`src/rtl/wb_commit_queue.sv`:
```
// In-order writeback queue: buffers memory-stage results and retires them to the GPR file,
// resolving exceptions, interrupts and ERET precisely at the head.
module wb_commit_queue #(
    parameter int         DEPTH    = 4,
    parameter int         DATA_W   = 32,
    parameter logic [4:0] NO_EX    = 5'h1f,
    parameter logic [4:0] INT_CODE = 5'h00
) (
    input  logic              clk,
    input  logic              resetn,
    input  logic              ms_to_ws_valid,
    output logic              ws_allowin,
    input  logic [DATA_W-1:0] ms_pc,
    input  logic [DATA_W-1:0] ms_result,
    input  logic [DATA_W-1:0] ms_badvaddr,
    input  logic              ms_gr_we,
    input  logic [4:0]        ms_dest,
    input  logic [4:0]        ms_ex_code,
    input  logic              ms_slot,
    input  logic              ms_eret,
    input  logic              rf_ready,
    input  logic              int_pending,
    output logic              rf_we,
    output logic [4:0]        rf_waddr,
    output logic [DATA_W-1:0] rf_wdata,
    output logic [DATA_W-1:0] debug_wb_pc,
    output logic              ex_valid,
    output logic [4:0]        ex_code_o,
    output logic [DATA_W-1:0] ex_pc,
    output logic [DATA_W-1:0] ex_badvaddr,
    output logic              ex_slot,
    output logic              eret_valid,
    output logic              flush,
    input  logic [4:0]        fwd_raddr,
    output logic              fwd_hit,
    output logic [DATA_W-1:0] fwd_data,
    output logic [31:0]       pend_mask
);

    localparam int AW = (DEPTH > 1) ? $clog2(DEPTH) : 1;
    localparam int CW = AW + 1;
    localparam logic [CW-1:0] FULL = CW'(DEPTH);

    logic [DATA_W-1:0] pc_q   [DEPTH];
    logic [DATA_W-1:0] res_q  [DEPTH];
    logic [DATA_W-1:0] bva_q  [DEPTH];
    logic [4:0]        dest_q [DEPTH];
    logic [4:0]        exc_q  [DEPTH];
    logic [DEPTH-1:0]  we_q, slot_q, eret_q, valid_q;

    logic [AW-1:0] head_q, tail_q;
    logic [CW-1:0] count_q;

    logic has_head, take_ex, take_eret, retire, push;

    assign has_head  = (count_q != '0);
    assign take_ex   = has_head && (int_pending || (exc_q[head_q] != NO_EX));
    assign take_eret = has_head && !take_ex && eret_q[head_q];
    assign retire    = has_head && !take_ex && !take_eret && rf_ready;

    assign ex_valid   = take_ex;
    assign eret_valid = take_eret;
    assign flush      = take_ex | take_eret;
    assign ws_allowin = (count_q < FULL) && !flush;
    assign push       = ms_to_ws_valid && ws_allowin;

    // Data outputs are zeroed unless their strobe is active so reset/idle shows all-zero.
    assign rf_we       = retire && we_q[head_q];
    assign rf_waddr    = rf_we ? dest_q[head_q] : 5'd0;
    assign rf_wdata    = rf_we ? res_q[head_q] : '0;
    assign debug_wb_pc = retire ? pc_q[head_q] : '0;
    assign ex_code_o   = !take_ex ? 5'd0 : (int_pending ? INT_CODE : exc_q[head_q]);
    assign ex_pc       = take_ex ? pc_q[head_q] : '0;
    assign ex_badvaddr = take_ex ? bva_q[head_q] : '0;
    assign ex_slot     = take_ex && slot_q[head_q];

    always_ff @(posedge clk or negedge resetn) begin
        if (!resetn) begin
            head_q  <= '0;
            tail_q  <= '0;
            count_q <= '0;
            valid_q <= '0;
        end else if (flush) begin
            head_q  <= '0;
            tail_q  <= '0;
            count_q <= '0;
            valid_q <= '0;
        end else begin
            if (push) begin
                valid_q[tail_q] <= 1'b1;
                tail_q          <= tail_q + 1'b1;
            end
            if (retire) begin
                valid_q[head_q] <= 1'b0;
                head_q          <= head_q + 1'b1;
            end
            if (push && !retire)
                count_q <= count_q + 1'b1;
            else if (!push && retire)
                count_q <= count_q - 1'b1;
        end
    end

    // Payload needs no reset: every consumer is qualified by valid_q or count_q.
    always_ff @(posedge clk) begin
        if (push) begin
            pc_q[tail_q]   <= ms_pc;
            res_q[tail_q]  <= ms_result;
            bva_q[tail_q]  <= ms_badvaddr;
            dest_q[tail_q] <= ms_dest;
            exc_q[tail_q]  <= ms_ex_code;
            we_q[tail_q]   <= ms_gr_we;
            slot_q[tail_q] <= ms_slot;
            eret_q[tail_q] <= ms_eret;
        end
    end

    // Walk oldest to youngest so the youngest match is the one left standing.
    logic [AW-1:0] idx;
    always_comb begin
        fwd_hit  = 1'b0;
        fwd_data = '0;
        idx      = '0;
        for (int i = 0; i < DEPTH; i++) begin
            idx = head_q + AW'(i);
            if (valid_q[idx] && we_q[idx] && (dest_q[idx] == fwd_raddr) && (fwd_raddr != 5'd0)) begin
                fwd_hit  = 1'b1;
                fwd_data = res_q[idx];
            end
        end
    end

    always_comb begin
        pend_mask = '0;
        for (int i = 0; i < DEPTH; i++) begin
            if (valid_q[i] && we_q[i])
                pend_mask[dest_q[i]] = 1'b1;
        end
        pend_mask[0] = 1'b0;
    end

endmodule

```
`config.mk`:
```
export PLATFORM = sky130hd
export DESIGN_NAME = wb_commit_queue
export DESIGN_NICKNAME = d
export VERILOG_FILES = /design/src/rtl/wb_commit_queue.sv
export SDC_FILE = /design/constraint.sdc
export NUM_CORES = 1
export LEC_CHECK = 0
export BUFFER_PORTS_ARGS = -buffer_cell sky130_fd_sc_hd__buf_2
export CORE_ASPECT_RATIO = 0.6
export CORE_MARGIN = 8
export CORE_UTILIZATION = 40
export CTS_BUF_LIST = sky130_fd_sc_hd__clkbuf_8
export DETAILED_ROUTE_END_ITERATION = 12
export PLACE_DENSITY = 0.56
export SLEW_MARGIN = 20
export SYNTH_ARGS = -nofsm -noshare
export SYNTH_HDL_FRONTEND = slang
export SYNTH_SLANG_ARGS = --single-unit
```
`constraint.sdc`:
```
create_clock -name clk -period 9.2 [get_ports clk]
set_input_delay 0.92 -clock clk [delete_from_list [all_inputs] [get_ports clk]]
set_output_delay 0.92 -clock clk [all_outputs]
set_load 0.05 [all_outputs]
```
## Word-level counts from Yosys, hierarchy flattened

Memory sizes are Yosys's and may differ from the RTL's.
Index checks and enable logic that the tools add are counted.

| cells by class | value |
|---|---|
| reduce and logical (&&, ||, !) cells | 44 |
| $add $sub $neg | 6 |
| bitwise gates (word level) | 7 |
| $lt $le $gt $ge | 16 |
| mux-type cells | 67 |
| eq/ne operators | 5 |

Operators by type and width:

| kind | number |
|---|---|
| $mux W32 | 12 |
| $or A32 B32 Y32 | 3 |
| $logic_and A1 B1 Y1 | 33 |
| $lt A5 B6 Y1 const B | 4 |
| $mux W1 | 22 |
| $bmux W1 S2 | 10 |
| $demux W1 S5 | 4 |
| $eq A5 B5 Y1 | 4 |
| $ge A5 B1 Y1 const B | 4 |
| $mux W4 | 4 |
| $lt A2 B3 Y1 const B | 5 |
| $mux W5 | 3 |
| $bwmux W4 | 3 |
| $mux W3 | 3 |
| $mux W2 | 4 |
| $reduce_bool A3 Y1 | 2 |
| $logic_not A1 Y1 | 5 |
| $ne A5 B5 Y1 const B | 1 |
| $reduce_bool A5 Y1 | 1 |
| $add A2 B1 Y2 const B | 2 |
| $add A2 B2 Y2 const B | 2 |
| $and A4 B4 Y4 | 1 |
| $demux W1 S2 | 2 |
| $ge A2 B1 Y1 const B | 2 |
| other kinds (8) | 9 |

| storage, ports and cells | value |
|---|---|
| word-level logic and storage cells | 157 |
| memory bits (writable) | 424 |
| memories kept | 5 |
| bits of input ports | 119 |
| register bits | 23 |
| output and inout port bits | 209 |

Memories:

| memory | depth | bits a word | rd ports | clocked after Yosys merged registers in | write ports | line | RTL |
|---|---|---|---|---|---|---|---|
| bva_q | 4 | 32 | 1 | 0 | 1 | 46 | `logic [DATA_W-1:0] bva_q [DEPTH];` |
| pc_q | 4 | 32 | 1 | 0 | 1 | 44 | `logic [DATA_W-1:0] pc_q [DEPTH];` |
| res_q | 4 | 32 | 4 | 0 | 1 | 45 | `logic [DATA_W-1:0] res_q [DEPTH];` |
| dest_q | 4 | 5 | 8 | 0 | 1 | 47 | `logic [4:0] dest_q [DEPTH];` |
| exc_q | 4 | 5 | 1 | 0 | 1 | 48 | `logic [4:0] exc_q [DEPTH];` |

## Depth between registers and ports, before layout

An unclocked memory read counts as a cell.

| depth | value |
|---|---|
| word-level depth | 16 |
| gate-level depth with buffers | 17 |
| depth with buffers taken out | 8 |

## Worst setup path before layout

Ideal clock, no wire load.

| timing | value |
|---|---|
| path kind | reg2out |
| from | register head_q[1] |
| to | output port fwd_data[27] |
| required time | 8,280 ps |
| setup slack | 3,539 ps |
| data arrival time | 4,741 ps |
| cell stages (with the launch flop) | 16 |
| buffers on the path | 7 |
| path through | dfrtp_1 buf_6 buf_2 buf_2 buf_1 buf_1 inv_1 ha_1 buf_6 buf_2 mux4_2 nor3_1 a21oi_1 or2_2 o211a_1 a211oi_1 |

| on the way | value |
|---|---|
| word-level cells in the longest chain between the ends | 9 |
| elaborated cells between the ends (all ways) | 41 |
| classes of those cells | add/sub: 3; eq/ne: 4; mux: 20; reduce/logical: 12; memory: 2 |

RTL lines:

| what | line | RTL |
|---|---|---|
| from (decl) | 51 | `logic [AW-1:0] head_q, tail_q;` |
| from (signal assigned) | 95 | `head_q <= head_q + 1'b1;` |
| parallel branches: the longest is 8 deep, another holds $mem_v2 Z4 W5 | - |  |
| $mux W32 * | 126 | `if (valid_q[idx] && we_q[idx] && (dest_q[idx] == fwd_raddr) && (fwd_raddr != 5'd0)) begin` |
| to (decl) | 36 | `output logic [DATA_W-1:0] fwd_data,` |

Mark *: on every way between the ends. The select of a mux whose other input is x is not followed.

## Final worst setup path

| timing | value |
|---|---|
| from | register head_q[0] |
| to | output port fwd_data[15] |

Same word-level chain as after synthesis.

==> metrics.md <==
| Metric | Value |
|---|---|
| Outcome | finished clean |
| Die height | approximately 200 um |
| Clock Sinks | between 400 and 500 |
| Grt ovf | 0 |
| Clock transition at the registers of the reported paths | approximately 0.070 ns |
| IO Port Bufs | 326 |
| Leakage Power | 0.00884 uW |
| Total CTS buffers | 70 |
| Largest net degree at the start of global routing | 137 |
| Worst EP required | 8.28 ns |
| Initial antenna violation count | 6 |
| Slowest-stage cell, CP | dfrtp_4 |
| Final core occ | 46.9% |
| Switch Pwr | ~2200 uW |
| Total track usage | 18.7% |
| Arr. time, crit path | 5.70 ns |
| Initial DRC count | 1477 |
| Via density | 5.85 |
| CTS tree | built |
| Post-route cell area | 0.0262 mm2 |
| Worst stage delay on the critical path | around 1.1 ns |
| Row count | 67 |
| Maximum vdd drop | 0.198 mV |
| Switching fraction of total power | ~37% |
| Multi-input gate area | 0.00872 mm2 |
| Kind of critical path | register to output pin |
| Sequential Power Share | 45.0% |
| Gate power share | 29.3% |
| I/O pins | 328 |
| Core area | 0.0558 mm2 |
| Final slew viol count | 0 |
| Sequential fraction of the synthesis area | 59.1% |
| Final WL | between 60000 and 70000 um |
| Worst Max-Slew Pin Slew | 1.11 ns |
| Placed cell area | 0.0249 mm2 |
| Ys Warns | 0 |
| DRC | 0 |
| Slew headroom | 25.6% |
| Final min period | 6.62 ns |
| Die area | 0.0647 mm2 |
| Post-Syn Instances | 1333 |
| HPWL Detailed | 39200 um |
| Crit path max-delay family | flip-flops |
| Bufs and invs on worst path | 3 |
| Max-cap violations | 0 |
| Ys async rst share | 2.46% |
| Power Dens Cells | 228 mW/mm2 |
| Period utilization | 72.0% |
| H-tree depth | 3 |
| Fillers | 4908 |
| Via count | approximately 14k |
| Gpl congestion | about 0.85 |
| Prevailing post-synth register cell | edfxtp_1 |
| #FFs+latches synth | 447 |
| Setup crit end kind | output pin |
| Netlist cell types | 64 |
| 1st-pass router iterations | 5 |
| Clock power share | 25.7% |
| Crit-path max FO | 52 |
| Post-CTS setup buffers | 0 |
| Share of cells above drive strength 1 | 41.0% |
| Global-route wire length before repair | about 94000 um |
| Setup-failing EPs final | 0 |
| Post-synth EDFFs | about 440 |
| Internal cell power | 3760 uW |
| Synthesis-to-layout area growth | 15.6% |
| Routed len/inst | around 25 um |
| Root Buffer | clkbuf_8 |
| Cts repair resizes | 0 |
| Setup TNS Final | 0 ns |
| Hold crit path type | input port to asynchronous set/reset pin |
| Startpoint Class | register |
| Routed Antenna Nets | 0 |
| Maximum clock frequency | 151 MHz |
| Dpl cells | 2327 |
| Syn Nets | 1461 |
| Clk buf depth | 3 |
| Nets | 1768 |
| Die W | roughly 320 um |
| Layout Cells excl Fill | 2454 |
| Initial Util | 40.5% |
| Hold Violations, Final | 0 |
| Power Total | 5970 uW |
| Post-CTS Hold Buffers | 0 |
| Post-Syn Area | 0.0226 mm2 |
| Crit-path cells | inv_1, ha_4, mux4_2, xnor2_1, nand2_1, nor2_4, a211o_1, buf_4, o221ai_1, buf_2 |
| Syn_area_per_cell | 17.0 um2 |
| Clock skew | 0.0214 ns |
| Clk Latency, worst-skew pair | 0.62 ns |
| Vias in the first global route | ~15k |
| Sequential standard cell area | 0.0134 mm2 |
| RSZ-0062 raised after global routing | false |
[synth_stat cells, types with 5 or more instances]
master | instances | area share, %
edfxtp_1 | 436 | 58
mux4_2 | 219 | 22
nor2b_1 | 68 | 1.9
clkbuf_1 | 64 | 1.1
nand2_1 | 51 | 0.85
and3_1 | 45 | 1.2
nand3_1 | 40 | 0.88
o221ai_1 | 40 | 1.5
and2_1 | 39 | 1.1
nor2_1 | 38 | 0.63
mux2i_1 | 30 | 1.3
buf_2 | 28 | 0.62
a21oi_1 | 20 | 0.44
xnor2_1 | 14 | 0.54
inv_1 | 12 | 0.20
dfrtp_1 | 11 | 1.2
a22oi_1 | 10 | 0.33
o221ai_2 | 10 | 0.66
a211oi_1 | 9 | 0.30
buf_1 | 8 | 0.13
ha_1 | 8 | 0.44
nand3b_1 | 8 | 0.27
nor3_1 | 8 | 0.18
nor3b_1 | 8 | 0.27
buf_4 | 7 | 0.23
buf_6 | 7 | 0.35
o211ai_1 | 7 | 0.23
or3_1 | 7 | 0.19
xor2_1 | 7 | 0.27
nand4_1 | 6 | 0.17
nand4b_1 | 6 | 0.23
o22ai_1 | 5 | 0.14
[power by group through the flow]
stage	clock network [uW]	logic [uW]	registers, uW
global route	1680	1860	2710
global placement	0	1770	2720
CTS	1600	1780	2680
detailed placement	0	1770	2720
floorplan	0	1280	2700
finish	1540	1750	2690
[layout by cell type, fill, tap and decap left out, drive strengths merged, types with 3 or more instances in the layout]
master	instances
a211o	3
a211oi	9
a21oi	20
a221o	3
a22oi	11
and2	39
and3	45
and4	4
buf	349
clkbuf	71
clkinv	29
dfrtp	11
edfxtp	436
ha	8
inv	34
mux2i	30
mux4	219
nand2	51
nand2b	3
nand3	40
nand3b	8
nand4	7
nand4b	6
nor2	39
nor2b	68
nor3	8
nor3b	8
nor4	5
o2111ai	4
o211ai	7
o21ai	3
o221ai	50
o22ai	5
or3	7
or3b	4
xnor2	15
xor2	7
[registers in the layout (all words and copies together), names as in the netlist]
name     count
pc_q       128
exc_q       20
count_q      3
valid_q      4
dest_q      20
head_q       2
bva_q      128
res_q      128
tail_q       2
slot_q       4
we_q         4
eret_q       4
[worst paths after layout]
| path | startpoint | endpoint | slack [ns] | cells after the start |
|---|---|---|---|---|
| min in group clk | ms_pc[16] | pc_q[1][16] | 0.52 | 1 |
| worst max register to register | head_q[0] | count_q[2] | 4.95 | 9 |
| worst max-delay path | head_q[0] | fwd_data[15] | 2.58 | 10 |
| worst min-delay path | resetn | valid_q[1] | 0.19 | 1 |
| max in group asynchronous | resetn | head_q[0] | 8.75 | 1 |
| worst min register to register | count_q[2] | count_q[2] | 0.60 | 2 |
[final cells by class]
class                           count  area share [%]
Inverter                           12           0.172
Clock buffer                       71            3.73
Multi-Input combinational cell    760            33.3
Antenna cell                        2          0.0191
Clock inverter                     54            1.06
Sequential cell                   447            51.1
Timing Repair Buffer              349            6.94
Tap cell                          759            3.63
[kinds of logic after synthesis]
| group | count (synthesis) | synth area share, % |
|---|---|---|
| buffers and inverters | 126 | 2.59 |
| xor gates and xnor gates | 22 | 0.885 |
| other | 1 | 0.0166 |
| DFF | 447 | 59.1 |
| and+or+nand+nor | 347 | 8.88 |
| adders and majority gates | 9 | 0.531 |
| muxes | 250 | 23.2 |
| AOI/OAI and AO/OA | 131 | 4.86 |
[stage by stage]
stage / setup WS (ns) / hold slack, ns
finish: 2.58 / 0.190
global route: 2.08 / 0.141
CTS: 2.46 / 0.114
detailed placement: 3.18 / 0.576
global placement: 3.33 / 0.564
floorplan: 3.54 / 0.521
[worst reg2reg max path, cell delays in order, from the launching register on]
cell and delay [ns]:
dfrtp_4 1.09, mux4_2 0.71, nand2b_1 0.21, nor4_4 0.18, buf_4 0.67, nor2b_1 0.17
fa_1 0.43, or3b_2 0.47, o31a_1 0.11, a21oi_1 0.13
[per-layer routing]
| metal | share of wire [%] | global-route usage, % | up-vias | wire length (um) |
|---|---|---|---|---|
| met5 | 0.074 | 0 | - | 46 |
| met4 | 1.4 | 4.06 | 6 | 877 |
| met3 | 8.1 | 4.62 | 87 | 5040 |
| met2 | 46 | 28.6 | 635 | 28600 |
| met1 | 44 | 27.1 | 7451 | 27300 |
| li1 | - | - | 6176 | - |
Power figures use the tool's default switching activity.
